$ cat config.mk
export PLATFORM = sky130hd
export DESIGN_NAME = freq_preset_sequencer
export DESIGN_NICKNAME = d
export VERILOG_FILES = /design/src/rtl/freq_preset_sequencer.sv
export SDC_FILE = /design/constraint.sdc
export NUM_CORES = 1
export LEC_CHECK = 0
export BUFFER_PORTS_ARGS = -buffer_cell sky130_fd_sc_hd__buf_2
export CORE_AREA = 2 2 86 88
export CTS_CLUSTER_SIZE = 24
export DETAILED_ROUTE_END_ITERATION = 10
export DIE_AREA = 0 0 88 90
export PLACE_DENSITY = 0.71
export RECOVER_POWER = 100
export SYNTH_ARGS = -nofsm -noshare
export SYNTH_HDL_FRONTEND = slang
export SYNTH_SLANG_ARGS = --single-unit
$ cat constraint.sdc
create_clock -name sysclk -period 2.4 [get_ports sysclk]
set_input_delay 0.36 -clock sysclk [delete_from_list [all_inputs] [get_ports sysclk]]
set_output_delay 0.36 -clock sysclk [all_outputs]
set_load 0.01 [all_outputs]
$ cat src/rtl/freq_preset_sequencer.sv
// Frequency preset sequencer: debounced buttons step or clear an NCO tuning word, then handshake it downstream.
// Latency: a debounced button edge loads FreqData and raises NewDataReady on the following clock edge.
// Backpressure: NewDataReady holds until FreqAck or ACK_TIMEOUT cycles (then load_err); optional AUTO_SWEEP_EN adds timed stepping.
module freq_preset_sequencer #(
`ifdef AUTO_SWEEP_EN
  parameter int          DWELL_CYCLES = 100000000,
`endif
  parameter int          DB_CYCLES    = 1000000,
  parameter int          ACK_TIMEOUT  = 256,
  parameter logic [43:0] PRESET0      = 44'hE12EAA86301,
  parameter logic [43:0] PRESET1      = 44'hCC4EEB76301,
  parameter logic [43:0] PRESET2      = 44'h80000000000,
  parameter logic [43:0] PRESET3      = 44'h40000000000
) (
  input  logic        sysclk,
  input  logic        rst_n,
`ifdef AUTO_SWEEP_EN
  input  logic        sweep_en,
`endif
  input  logic        btn0,
  input  logic        btn1,
  input  logic        FreqAck,
  output logic [43:0] FreqData,
  output logic        NewDataReady,
  output logic [1:0]  preset_idx,
  output logic        busy,
  output logic        load_err
);

  localparam int DBW = (DB_CYCLES > 1) ? $clog2(DB_CYCLES) : 1;
  localparam int TOW = (ACK_TIMEOUT > 1) ? $clog2(ACK_TIMEOUT) : 1;
  localparam logic [DBW-1:0] DB_LAST = DBW'(DB_CYCLES - 1);
  localparam logic [TOW-1:0] TO_LAST = TOW'(ACK_TIMEOUT - 1);

  typedef enum logic {IDLE, LOAD} state_t;

  // Button index 0 is "next preset", index 1 is "clear/mute".
  logic [1:0]     btn_raw;
  logic [1:0]     sync1_q;
  logic [1:0]     sync2_q;
  logic [1:0]     db_q;
  logic [1:0]     db_prev_q;
  logic [DBW-1:0] db_cnt_q [2];
  logic [1:0]     rise;

  state_t         state_q, state_d;
  logic [43:0]    freq_q, freq_d;
  logic [1:0]     idx_q, idx_d;
  logic [TOW-1:0] to_cnt_q, to_cnt_d;
  logic           err_q, err_d;
  logic           step_req;
  logic [1:0]     nxt_idx;

  assign btn_raw = {btn1, btn0};

  // Two-flop synchronizer then debounce: state flips only after DB_CYCLES
  // consecutive samples that disagree with it; any agreeing sample restarts the count.
  always_ff @(posedge sysclk or negedge rst_n) begin
    if (!rst_n) begin
      sync1_q   <= '0;
      sync2_q   <= '0;
      db_q      <= '0;
      db_prev_q <= '0;
      for (int i = 0; i < 2; i++) db_cnt_q[i] <= '0;
    end else begin
      sync1_q   <= btn_raw;
      sync2_q   <= sync1_q;
      db_prev_q <= db_q;
      for (int i = 0; i < 2; i++) begin
        if (sync2_q[i] == db_q[i]) begin
          db_cnt_q[i] <= '0;
        end else if (db_cnt_q[i] == DB_LAST) begin
          db_q[i]     <= sync2_q[i];
          db_cnt_q[i] <= '0;
        end else begin
          db_cnt_q[i] <= db_cnt_q[i] + DBW'(1);
        end
      end
    end
  end

  // One-cycle pulse on each debounced rising edge.
  assign rise = db_q & ~db_prev_q;

`ifdef AUTO_SWEEP_EN
  localparam int DWW = (DWELL_CYCLES > 1) ? $clog2(DWELL_CYCLES) : 1;
  localparam logic [DWW-1:0] DW_LAST = DWW'(DWELL_CYCLES - 1);

  logic [DWW-1:0] dwell_q;
  logic           sweep_step;

  assign sweep_step = sweep_en && (state_q == IDLE) && (dwell_q == DW_LAST);

  // Dwell timer: counts IDLE cycles while sweeping; button loads and each auto step restart it.
  always_ff @(posedge sysclk or negedge rst_n) begin
    if (!rst_n) begin
      dwell_q <= '0;
    end else if (!sweep_en || ((state_q == IDLE) && (|rise)) || sweep_step) begin
      dwell_q <= '0;
    end else if (state_q == IDLE) begin
      dwell_q <= dwell_q + DWW'(1);
    end
  end

  assign step_req = rise[0] | sweep_step;
`else
  assign step_req = rise[0];
`endif

  function automatic logic [43:0] preset_word(input logic [1:0] idx);
    case (idx)
      2'd0:    return PRESET0;
      2'd1:    return PRESET1;
      2'd2:    return PRESET2;
      default: return PRESET3;
    endcase
  endfunction

  assign nxt_idx = idx_q + 2'd1;

  // FSM and datapath registers.
  always_ff @(posedge sysclk or negedge rst_n) begin
    if (!rst_n) begin
      state_q  <= IDLE;
      freq_q   <= '0;
      idx_q    <= 2'd3;
      to_cnt_q <= '0;
      err_q    <= 1'b0;
    end else begin
      state_q  <= state_d;
      freq_q   <= freq_d;
      idx_q    <= idx_d;
      to_cnt_q <= to_cnt_d;
      err_q    <= err_d;
    end
  end

  // Next-state logic. Clear beats step in IDLE; in LOAD a clear restarts the
  // load (the ack, if any, referred to the word being replaced), otherwise ack
  // beats timeout so a last-cycle ack is never reported as an error.
  always_comb begin
    state_d  = state_q;
    freq_d   = freq_q;
    idx_d    = idx_q;
    to_cnt_d = to_cnt_q;
    err_d    = err_q;
    case (state_q)
      IDLE: begin
        if (rise[1]) begin
          idx_d    = 2'd3;
          freq_d   = '0;
          to_cnt_d = '0;
          state_d  = LOAD;
        end else if (step_req) begin
          idx_d    = nxt_idx;
          freq_d   = preset_word(nxt_idx);
          to_cnt_d = '0;
          state_d  = LOAD;
        end
      end
      LOAD: begin
        if (rise[1]) begin
          idx_d    = 2'd3;
          freq_d   = '0;
          to_cnt_d = '0;
        end else if (FreqAck) begin
          err_d    = 1'b0;
          state_d  = IDLE;
        end else if (to_cnt_q == TO_LAST) begin
          err_d    = 1'b1;
          state_d  = IDLE;
        end else begin
          to_cnt_d = to_cnt_q + TOW'(1);
        end
      end
      default: state_d = IDLE;
    endcase
  end

  assign FreqData     = freq_q;
  assign preset_idx   = idx_q;
  assign NewDataReady = (state_q == LOAD);
  assign busy         = (state_q == LOAD);
  assign load_err     = err_q;

endmodule

==> flow_metrics.env <==
export IMPL_outcome="finished with violations"
export IMPL_violations="max-capacitance violations"
export IMPL_initial_core_util_pct=48.9
export IMPL_crit_path_frequent_cell="or4_1"
export IMPL_ys_types=42
export IMPL_die_w_microns=88
export IMPL_synth_ff_type="dfrtp_1"
export IMPL_core_sq_um=7020
export IMPL_clock_latency_ns=0.33
export IMPL_critPathRequiredTime_ns=2.66
export IMPL_critPathArrivalTime_ns=2.36
export IMPL_worstSetupEndpointType="flip-flop"
export IMPL_rsz0062_at_grt="no"
export IMPL_critPathMaxStageDelay_ns=0.65
export IMPL_postCtsSetupRepairBufs=0
export IMPL_syn_to_final_growth_pct=6.01
export IMPL_grt_pass1_vias=2307
export IMPL_place_gp_congestion=0.841
export IMPL_dp_cells=471
export IMPL_cts_root_buf="clkbuf_8"
export IMPL_pin_count=54
export IMPL_min_delay_start="btn0"
export IMPL_crit_path_start_kind="flip-flop"
export IMPL_synth_adder_area_share_pct=2.55
export IMPL_routed_wl_microns=6080
export IMPL_antenna_found_initial=0
export IMPL_p_per_area_nw_per_um2=587
export IMPL_syn_avg_cell_area_sq_um=9.49
export IMPL_port_buffers=35
export IMPL_cp_slowest_cell="or4_1"
export IMPL_synth_simple_gate_area_share_pct=22.4
export IMPL_post_dp_hpwl_microns=4250
export IMPL_cts_num_sinks=65
export IMPL_layout_drive_gt1_share_pct=7.49
export IMPL_finalSetupTns_ns=0
export IMPL_hold_depth=1
export IMPL_worstPathCellList="ha_1, nand4_1, or4_1, or4_1, a21oi_1"
export IMPL_drtAntennaViolNets=0
export IMPL_fmax_ghz=0.474
export IMPL_crit_type="flip-flop to flip-flop"
export IMPL_finalSetupViolations=0
export IMPL_numCtsBuffers=9
export IMPL_grt_pass1_wl_microns=10200
export IMPL_slew_limit_headroom_pct=0.227
export IMPL_synth_seq_cells=65
export IMPL_die_y_microns=90
export IMPL_tightest_slew_ns=1.50
export IMPL_hold_path_class="primary input to flip-flop"
export IMPL_ys_seq_area_share_pct=47.4
export IMPL_r2r_slack_ns=0.29
export IMPL_synth_top_family_by_area="simple AND/OR/NAND/NOR gates"
export IMPL_yosys_warnings=0
export IMPL_finalHoldViolations=0
export IMPL_cts_clk_slew_worst_paths_ns=0.07
export IMPL_viasPerCell=5.20
export IMPL_synthMuxAreaShare_pct=0.655
export IMPL_rr_startpoint="db_cnt_q[0]"
export IMPL_vias=2528
export IMPL_holdPathEnd="sync1_q[0]"
export IMPL_dr_first_iter_drc_count=80
export IMPL_synthArstFlopShare_pct=100
export IMPL_ctsResizeCount=0
export IMPL_synth_edf_count=0
export IMPL_period_share_pct=87.8
export IMPL_syn_cell_area_sq_um=3440
export IMPL_path_max_fanout=7
export IMPL_ctsHoldBuffers=0
export IMPL_nNetsFinal=395
export IMPL_diodes=0
export IMPL_rows=31
export IMPL_dr_pass1_iters=4
export IMPL_maxCapViolations=1
export IMPL_synth_compound_gate_area_share_pct=9.21
export IMPL_synth_xor_area_share_pct=6.37
export IMPL_num_fill_cells=671
export IMPL_netlist_instances=362
export IMPL_total_leakage_power_nw=1.54
export IMPL_peakVddDrop_v=0.000366
export IMPL_grt_max_degree=30
export IMPL_drc=0
export IMPL_wl_per_cell_microns=12.5
export IMPL_r2r_worst_path_cells=5
export IMPL_finalClockSkew_ns=0.00812
export IMPL_instances_no_fill=486
export IMPL_period_needed_ns=2.11
export IMPL_clock_path_buffers=2
export IMPL_die_area_sq_um=7920
export IMPL_grt_total_usage_pct=16.0
export IMPL_h_tree_depth=3
export IMPL_reg2reg_to="db_cnt_q[18]"
export IMPL_drv_slew=0
export IMPL_cts_tree="yes"
export IMPL_grt_overflow=0
## how the worst max path moves through the flow
stage / start / endpoint / slack [ns] / depth (start not counted)
after floorplan: db_cnt_q[0] / db_cnt_q[18] / 0.41 / 6
after global routing: rst_n / db_cnt_q[2] / 0.13 / 2
final: db_cnt_q[0] / db_cnt_q[18] / 0.29 / 5
after detailed placement: db_cnt_q[0] / db_cnt_q[18] / 0.30 / 5
after CTS: db_cnt_q[0] / db_cnt_q[18] / 0.29 / 5
after global placement: db_cnt_q[0] / db_cnt_q[18] / 0.34 / 5
## worst max-delay path: cells and delay by family (launching register included)
family / cells / cell delay [ns]
flip-flops: 1 / 0.38
AND/OR/NAND/NOR: 3 / 1.27
AO/OA/AOI/OAI: 1 / 0.14
adder cells (fa/ha/maj): 1 / 0.24
## flip-flops by register name (all words and copies together) (netlist names)
| register | flops |
|---|---|
| db_q | 2 |
| db_prev_q | 2 |
| load_err | 1 |
| sync1_q | 2 |
| FreqData | 5 |
| preset_idx | 2 |
| sync2_q | 2 |
| db_cnt_q | 40 |
| to_cnt_q | 8 |
| NewDataReady | 1 |
## cell usage after synthesis, drive strengths merged (8+ instances only)
cell	count	area (sq um)
inv	12	45.0
nand2	24	90.1
nand4	10	62.6
or3	8	50.1
clkbuf	8	30.0
xor2	11	96.3
dfrtp	63	1580
buf	42	313
a21oi	22	110
xnor2	14	123
nand3	23	115
o21ai	14	70.1
nor2	41	154
## layer usage
layer  GRT usage, %  wire, microns  share of wire (%)
met5              0              0                  0
met4           5.90             70                1.2
met3           3.95            283                4.7
met2           25.3           2750                 45
met1           21.0           2980                 49
## cell families after synthesis
group / count (synthesis)
AO/OA/AOI/OAI: 52
XOR/XNOR: 25
adder cells (fa/ha/maj): 7
buffers and inverters: 62
flip-flops: 65
multiplexers: 2
other: 1
AND/OR/NAND/NOR: 148
## per-stage QoR
step           worst slack, ns  area [sq um]  power, W  util [%]  hold WS, ns
2_1_floorplan            0.407          3500   0.00122         -       0.0644
3_3_place_gp             0.340          3530   0.00124      50.3        0.336
3_5_place_dp             0.299          3530   0.00125      50.3        0.343
4_1_cts                  0.291          3720   0.00217      53.0       0.0666
5_1_grt                  0.132          3640   0.00223      51.9        0.116
6_report                 0.292          3640   0.00214      51.9        0.131
## cell usage in the layout (no fill, tap or decap), types with 4 or more instances in the layout
cell | netlist | final
a21oi_1 | 22 | 22
ha_1 | 7 | 7
conb_1 | 1 | 18
clkbuf_1 | 8 | 36
buf_2 | 1 | 5
nand3_1 | 23 | 23
or3_1 | 8 | 8
inv_1 | 12 | 12
clkbuf_8 | 0 | 11
dfrtp_1 | 63 | 63
nor3_1 | 7 | 7
o21ai_0 | 14 | 14
xnor2_1 | 14 | 14
nand4_1 | 10 | 10
or4_1 | 5 | 5
nand2_1 | 24 | 24
o22ai_1 | 4 | 4
and3_1 | 7 | 7
nor2_1 | 41 | 41
nor4_1 | 5 | 5
o31ai_1 | 2 | 4
xor2_1 | 11 | 11
## cell type report
type / instances / area (sq um) / share of cell area [%]
Timing Repair Buffer: 43 / 176 / 4.84
Multi-Input combinational cell: 252 / 1470 / 40.4
Clock buffer: 12 / 155 / 4.26
Sequential cell: 65 / 1630 / 44.7
Inverter: 12 / 45.0 / 1.24
Clock inverter: 3 / 40.0 / 1.10
Tap cell: 99 / 124 / 3.40
## report_power, final
| group | switching (W) | internal (W) |
|---|---|---|
| sequential | 0.0000199 | 0.00112 |
| clock | 0.000392 | 0.000528 |
| combinational | 0.0000612 | 0.0000208 |
Power figures use the tool's default switching activity.
